==> src/rtl/inv_shiftrows_serial.sv <==
// Byte-serial AES InvShiftRows stage.
// Bytes arrive in column-major order and are scattered directly into their
// InvShiftRows destination slot, so the permutation itself costs no cycle.
// A finished block is presented on a registered valid/ready output; one extra
// block can wait in the assembly register while the output is stalled.
module inv_shiftrows_serial #(
  parameter int unsigned NB_BYTE = 8,
  parameter int unsigned N_BYTES = 16
) (
  input  logic                       i_clock,
  input  logic                       i_reset_n,
  input  logic [NB_BYTE-1:0]         i_byte,
  input  logic                       i_valid,
  input  logic                       i_last,
  output logic                       o_ready,
  output logic [N_BYTES*NB_BYTE-1:0] o_state,
  output logic                       o_valid,
  input  logic                       i_ready,
  output logic                       o_error,
  output logic                       o_busy
);

  localparam int unsigned StateW = N_BYTES * NB_BYTE;

  // Only the AES geometry (16 bytes of 8 bits) is meaningful here.
  if (NB_BYTE != 8 || N_BYTES != 16) begin : gen_bad_cfg
    $error("inv_shiftrows_serial: only NB_BYTE=8 and N_BYTES=16 are supported");
  end

  // State registers.
  logic [3:0]        cnt_q,      cnt_d;
  logic [StateW-1:0] asm_q,      asm_d;
  logic              asm_full_q, asm_full_d;
  logic [StateW-1:0] state_q,    state_d;
  logic              valid_q,    valid_d;
  logic              error_q,    error_d;

  // Decoded handshake and framing conditions.
  logic              accept;
  logic              last_slot;
  logic              frame_err;
  logic              complete;
  logic              out_free;
  logic              drain_asm;

  // Destination slot for the incoming byte.
  logic [1:0]        row;
  logic [1:0]        col;
  logic [1:0]        dst_col;
  logic [3:0]        dst_idx;
  logic [StateW-1:0] asm_wr;

  // No path from i_ready: input side stalls only on a parked block.
  assign o_ready = i_reset_n & ~asm_full_q;

  // Scatter the current byte into its InvShiftRows slot: in(r,c) -> out(r,(c+r) mod 4).
  always_comb begin
    row     = cnt_q[1:0];
    col     = cnt_q[3:2];
    dst_col = col + row;  // 2-bit add wraps mod 4
    dst_idx = {dst_col, row};
    asm_wr  = asm_q;
    for (int unsigned s = 0; s < N_BYTES; s++) begin
      if (dst_idx == 4'(s)) begin
        asm_wr[s*NB_BYTE +: NB_BYTE] = i_byte;
      end
    end
  end

  // Next-state logic for counter, assembly buffer and output slot.
  always_comb begin
    cnt_d      = cnt_q;
    asm_d      = asm_q;
    asm_full_d = asm_full_q;
    state_d    = state_q;
    valid_d    = valid_q;
    error_d    = 1'b0;

    accept    = i_valid & o_ready;
    last_slot = (cnt_q == 4'd15);
    frame_err = accept & (i_last ^ last_slot);
    complete  = accept & i_last & last_slot;
    out_free  = ~valid_q | i_ready;
    drain_asm = asm_full_q & i_ready;

    if (accept) begin
      asm_d = asm_wr;
      // A good block wraps 15 -> 0 naturally; a framing error restarts the count.
      cnt_d = frame_err ? 4'd0 : cnt_q + 4'd1;
    end
    error_d = frame_err;

    if (valid_q && i_ready) begin
      valid_d = 1'b0;
    end

    if (drain_asm) begin
      // accept is impossible here since o_ready is low while asm_full_q is set.
      state_d    = asm_q;
      valid_d    = 1'b1;
      asm_full_d = 1'b0;
    end else if (complete) begin
      if (out_free) begin
        state_d = asm_wr;
        valid_d = 1'b1;
      end else begin
        asm_full_d = 1'b1;
      end
    end
  end

  // Synchronous active-low reset clears all state, including buffered blocks.
  always_ff @(posedge i_clock) begin
    if (!i_reset_n) begin
      cnt_q      <= 4'd0;
      asm_q      <= '0;
      asm_full_q <= 1'b0;
      state_q    <= '0;
      valid_q    <= 1'b0;
      error_q    <= 1'b0;
    end else begin
      cnt_q      <= cnt_d;
      asm_q      <= asm_d;
      asm_full_q <= asm_full_d;
      state_q    <= state_d;
      valid_q    <= valid_d;
      error_q    <= error_d;
    end
  end

  assign o_state = state_q;
  assign o_valid = valid_q;
  assign o_error = error_q;
  assign o_busy  = (cnt_q != 4'd0);

endmodule

==> config.mk <==
export PLATFORM = sky130hd
export DESIGN_NAME = inv_shiftrows_serial
export DESIGN_NICKNAME = d
export VERILOG_FILES = /design/src/rtl/inv_shiftrows_serial.sv
export SDC_FILE = /design/constraint.sdc
export NUM_CORES = 1
export LEC_CHECK = 0
export CORE_ASPECT_RATIO = 0.7
export CORE_MARGIN = 8
export CORE_UTILIZATION = 40
export DETAILED_ROUTE_END_ITERATION = 6
export HOLD_SLACK_MARGIN = 0.06
export SYNTH_ARGS = -nofsm -noshare
export SYNTH_HDL_FRONTEND = slang
export SYNTH_SLANG_ARGS = --single-unit
==> constraint.sdc <==
create_clock -name i_clock -period 2.1 [get_ports i_clock]
set_input_delay 0.42 -clock i_clock [delete_from_list [all_inputs] [get_ports i_clock]]
set_output_delay 0.42 -clock i_clock [all_outputs]
set_load 0.01 [all_outputs]
# Yosys cells after proc, flatten, opt, wreduce, memory -nomap -nowiden
# Cells that the tools add are included.
# totals
reg_bits	263
in_bits	13
wordCells	68
# op_classes
addsub	2
eq_ne	16
mux	24
bitwise_logic	12
n_reduce_logical	8
# op_table
op	n
2-to-1 mux 128 bit	3
2-to-1 mux 8 bit	16
equality test 4 bit, second input constant	9
equality test 4 x 3 -> 1 bit, second input constant	4
equality test 4 x 2 -> 1 bit, second input constant	2
bitwise AND 1 bit	6
adder 4 x 1 -> 4 bit, second input constant	1
equality test 4 x 1 -> 1 bit, second input constant	1
logical NOT 4 bit	1
2-to-1 mux 1 bit	4
2-to-1 mux 4 bit	1
inverter 1 bit	4
AND reduction 2 bit	2
nonzero test 2 bit	2
nonzero test 4 bit	1
adder 2 bit	1
OR reduction 2 bit	1
logical AND 1 bit	1
OR 1 bit	1
XOR 1 bit	1

# Depth between registers and ports, before layout
# depth
ltp_word	7
mapped_depth	8

# Worst setup path after synthesis
# OpenSTA, ideal clock, no wires.
# synth_path
path_type	flip-flop to flip-flop
startpoint	register cnt_q[0]
endpoint	register state_q[87] (netlist: o_state[87])
t_arrival_ps	1903
t_required_ps	2026
setup_slack_ps	123
stages_incl_launch_ff	9
path_buffers	3
path_cell_list	dfxtp_1 -> ha_1 -> buf_4 -> a21oi_1 -> and2_1 -> buf_2 -> buf_6 -> nand3_1 -> a31oi_1
# synth_between
elab_chain_len	6
# synth_lines
element	line	text
from (decl)	31	logic [3:0] cnt_q, cnt_d;
from (signal assigned)	122	cnt_q <= cnt_d;
adder 2 bit	60	dst_col = col + row;
equality test 4 bit	64	if (dst_idx == 4'(s)) begin
2-to-1 mux 8 bit	64	
2-to-1 mux 128 bit	103	if (out_free) begin
2-to-1 mux 128 bit	102	end else if (complete) begin
2-to-1 mux 128 bit	97	if (drain_asm) begin
to (signal assigned)	125	state_q <= state_d;
to (decl)	34	logic [StateW-1:0] state_q, state_d;
# Several ways; a longest one is shown, not always the timed one. The select of a mux whose other input is x is not followed.
# A chain may end at the register's enable or synchronous reset.

# Final worst setup path
# layout_path
startpoint	register cnt_q[0]
endpoint	register asm_q[32]
# layout_between
elab_chain_len	3
# layout_lines
element	line	text
adder 2 bit	60	
equality test 4 x 3 -> 1 bit (*)	64	
2-to-1 mux 8 bit (*)	64	
to (signal assigned)	123	asm_q <= asm_d;
to (decl)	32	logic [StateW-1:0] asm_q, asm_d;
# Every way passes the cells marked *; elsewhere a longest branch is shown, timed or not.

==> impl_metrics.toml <==
[yosys]
synth-seq-cells = 263
postSynthCellCount = 1258
synth_seq_area_share = 0.483
synth_nets = 1276
post_synth.cell_area_avg_um2 = 8.67
number_of_distinct_library_cells_after_synthesis = 41
yosysWarnings = 0
post_synth_instance_area_um2 = 10900

[die]
dieHeight_um = 154
die_width_um = 213
start_util = 0.407
row_count = 50
die_area_um2 = 32900
coreArea_um2 = 26800
io_pins = 145

[critical_path]
critical_path.cell_chain = "ha_1 -> xnor3_2 -> and2_1 -> nand3_4 -> mux2i_1"
setup.worst_path.end_class = "flip-flop"
critical_path.top_delay_family = "simple AND/OR/NAND/NOR gates"
timing.critical_path.from_type = "flip-flop"
rr_endpoint = "asm_q[32]$_SDFFE_PN0N_"
path_max_fanout = 12
crit_start = "cnt_q[0]$_SDFFE_PN0N_"
critPathCapture = "asm_q[32]$_SDFFE_PN0N_"
timing.critical_path.depth = 5
critical_path.reg2reg.startpoint = "cnt_q[0]$_SDFFE_PN0N_"
timing.reg2reg.worst_path_depth = 5
r2r_setup_slack_ns = 0.11
worst_path_required_time_ns = 2.46
critPathSlowestCell = "sky130_fd_sc_hd__and2_1"
timing.critical_path.slowest_cell_delay_ns = 0.42
critical_path_arrival_ns = 2.35
cp_num_buf_inv = 0
path_class = "flip-flop to flip-flop"

[drt]
drtPass1Iterations = 7
routedWlPerCell_um = 20.2
vias_after_detailed_routing = 9790
routed_wl_um = 35900
drc_errors = 0
detailedRoute.firstIterationViolations = 784
post_drt_via_cell_ratio = 5.51
ant_nets_after_route = 0

[global_route]
first_pass_grt_wire_length_um = 54800
globalRoute.totalOverflow = 0
antenna_found_initial = 0
globalRouteTotalUtil = 0.209
grt_max_degree = 142
grt_pass1_vias = 9176

[outcome]
status = "finished, final reports clean"

[timing]
report.final.hold_viol_count = 0
timing.final.ws_setup_ns = 0.108
fin_hold_ws_ns = 0.171
timing_worst_slew_pin_value_ns = 0.970
finalWorstPathRequiredPeriod_ns = 1.99
post_route_clock_skew_ns = 0.0114
peak_freq_mhz = 502
maxSlewHeadroom = 0.353
period_share = 0.949
setup_repair_after_global_routing_missed_its_margin = "no"
finalSetupViolations = 0
final_max_slew_viol_count = 0

[cells_and_area]
total_nets_final = 1412
drive_gt1_frac = 0.110
antennaDiodeCount = 0
area_growth_pct = 29.8

[power]
total_leakage_power_uw = 0.00520
largest_voltage_drop_on_the_vdd_net_mv = 0.637
power.density_cell_area_nw_per_um2 = 748

[clocking]
cts.path.max_buffers = 3
cts_num_sinks = 263
cts_inserted_buffers = 27
cts_hold_bufs = 0
htree_levels = 1
worstSkewPairLatency_ns = 0.53
clock_tree.root_cell = "sky130_fd_sc_hd__clkbuf_16"
clock_tree_from_tritoncts = "yes"
clkTransAtPathRegs_ns = 0.06

[place]
dp.final_hpwl_um = 22700
detailedPlace.worstSlack_ns = -0.232
buffer_ports.inserted = 144
weighted_congestion_at_the_end_of_routability_driven_global_placement = 0.808

[flow_run]
cap_violations = 0

[worst_hold_path]
min-delay-path-class = "input pin to flip-flop"
min_from = "i_reset_n"
-- worst min path at each step --
stage	to	slack (ns)	cells after the start
after floorplan	asm_q[88]$_SDFFE_PN0N_	0.43	2
after global placement	asm_q[92]$_SDFFE_PN0N_	0.44	2
after detailed placement	asm_q[92]$_SDFFE_PN0N_	0.44	2
after CTS	o_state[29]$_SDFFE_PN0P_	0.15	3
after global routing	asm_q[28]$_SDFFE_PN0N_	0.18	3
final	o_state[29]$_SDFFE_PN0P_	0.17	3
-- power breakdown --
| part | internal (µW) | leakage, µW | switching, µW |
|---|---|---|---|
| clock network | 3000 | 0.000458 | 2020 |
| registers | 5010 | 0.00212 | 12.1 |
| logic | 166 | 0.00262 | 382 |
| total | 8180 | 0.00520 | 2410 |
-- routing by layer --
layer  share of wire  vias to the layer above  track usage
met5               0                        -            0
met4           0.018                        0       0.0475
met3           0.076                       54       0.0376
met2            0.41                      362        0.297
met1            0.49                     4693        0.320
li1                -                     4681            -
-- cell families (layout without fill, tap and decap cells) --
logic type | count (synthesis) | in the layout | share of synthesized area
muxes | 121 | 121 | 0.111
DFF | 263 | 263 | 0.483
xor gates and xnor gates | 4 | 4 | 0.00596
adders and majority gates | 5 | 5 | 0.00574
and+or+nand+nor | 456 | 456 | 0.195
buffers and inverters | 135 | 290 | 0.0568
AOI/OAI and AO/OA | 274 | 274 | 0.143
-- layout make-up --
cell class,instances,area (µm²)
well taps,364,455
clock inverters,9,126
clock buffers,39,801
repair buffers,230,2420
fillers,2448,12600
flip-flops and latches,263,5270
inverters,12,45.0
multi-input cells,860,5040
-- synth_stat cells --
library cell                 n  area [µm²]
sky130_fd_sc_hd__nand2_1   265         995
sky130_fd_sc_hd__dfxtp_1   263        5270
sky130_fd_sc_hd__nand3_1   153         766
sky130_fd_sc_hd__a31oi_1   128         801
sky130_fd_sc_hd__mux2i_1   121        1210
sky130_fd_sc_hd__o21ai_0   109         546
sky130_fd_sc_hd__clkbuf_1   69         259
sky130_fd_sc_hd__buf_2      36         180
sky130_fd_sc_hd__o21ai_1    27         135
sky130_fd_sc_hd__inv_1      12        45.0
sky130_fd_sc_hd__buf_4       9        67.6
sky130_fd_sc_hd__nand3_4     6         105
sky130_fd_sc_hd__and2_1      5        31.3
sky130_fd_sc_hd__ha_1        5        62.6
sky130_fd_sc_hd__nor2_1      5        18.8
sky130_fd_sc_hd__a21oi_1     4        20.0
sky130_fd_sc_hd__buf_1       4        15.0
sky130_fd_sc_hd__buf_6       4        45.0
sky130_fd_sc_hd__nor2_4      4        45.0
sky130_fd_sc_hd__nor3_4      4        65.1
sky130_fd_sc_hd__and2_0      2        12.5
sky130_fd_sc_hd__nand2b_1    2        12.5
sky130_fd_sc_hd__nor3_1      2        10.0
sky130_fd_sc_hd__xor2_1      2        17.5
sky130_fd_sc_hd__a21boi_2    1        11.3
sky130_fd_sc_hd__a221oi_1    1        8.76
sky130_fd_sc_hd__a22oi_1     1        7.51
sky130_fd_sc_hd__and3b_1     1        8.76
sky130_fd_sc_hd__clkbuf_4    1        7.51
sky130_fd_sc_hd__nand2_2     1        6.26
sky130_fd_sc_hd__nand2_4     1        11.3
sky130_fd_sc_hd__nand3_2     1        10.0
sky130_fd_sc_hd__nand4_1     1        6.26
sky130_fd_sc_hd__nor2_2      1        6.26
sky130_fd_sc_hd__nor2b_1     1        6.26
sky130_fd_sc_hd__o21ba_1     1        10.0
sky130_fd_sc_hd__o21bai_1    1        7.51
sky130_fd_sc_hd__o41ai_2     1        16.3
sky130_fd_sc_hd__or3_1       1        6.26
sky130_fd_sc_hd__xnor3_2     1        23.8
sky130_fd_sc_hd__xor3_1      1        23.8
-- registers in the layout, indices dropped and copies added (netlist names) --
signal      count
asm_q         128
o_state       128
cnt_q           4
asm_full_q      1
o_error         1
o_valid         1
-- layout by cell type (no fill, tap or decap), types with 4 or more instances in the layout --
cell type                         instances
sky130_fd_sc_hd__a21oi_1                  4
sky130_fd_sc_hd__a31oi_1                128
sky130_fd_sc_hd__and2_1                   5
sky130_fd_sc_hd__buf_12                  27
sky130_fd_sc_hd__buf_4                   58
sky130_fd_sc_hd__clkbuf_1                 4
sky130_fd_sc_hd__clkbuf_16               27
sky130_fd_sc_hd__clkbuf_8                 8
sky130_fd_sc_hd__clkdlybuf4s50_1        141
sky130_fd_sc_hd__clkinv_2                 4
sky130_fd_sc_hd__dfxtp_1                262
sky130_fd_sc_hd__ha_1                     5
sky130_fd_sc_hd__inv_1                   12
sky130_fd_sc_hd__mux2i_1                121
sky130_fd_sc_hd__nand2_1                265
sky130_fd_sc_hd__nand3_1                153
sky130_fd_sc_hd__nand3_4                  6
sky130_fd_sc_hd__nor2_1                   5
sky130_fd_sc_hd__nor2_4                   4
sky130_fd_sc_hd__nor3_4                   4
sky130_fd_sc_hd__o21ai_0                109
sky130_fd_sc_hd__o21ai_1                 27
-- tightest hold or removal path, delay by kind of cell --
kind | cells | cell delay [ns]
buf+inv | 1 | 0.12
compound gates | 2 | 0.11
-- metrics by stage --
| step | TNS [ns] | utilization | area (µm²) | cells | power [µW] |
|---|---|---|---|---|---|
| 6_report | 0 | 0.529 | 14200 | 1777 | 10600 |
| 5_1_grt | 0 | 0.529 | 14200 | 1777 | 10900 |
| 4_1_cts | 0 | 0.529 | 14200 | 1777 | 10600 |
| 3_5_place_dp | -25.00 | 0.494 | 13200 | 1728 | 5670 |
| 3_3_place_gp | -21.66 | 0.494 | 13200 | 1728 | 5670 |
| 2_1_floorplan | 0 | - | 10900 | 1258 | 5400 |
-- repair_timing --
| action | in CTS | in global routing |
|---|---|---|
| resized for setup | 4 | 3 |
| pin swaps | 0 | 1 |
| setup endpoints to repair | 2 | 11 |
| buffers inserted | 1 | 0 |
Note: power is estimated with default switching activity, not from simulation.
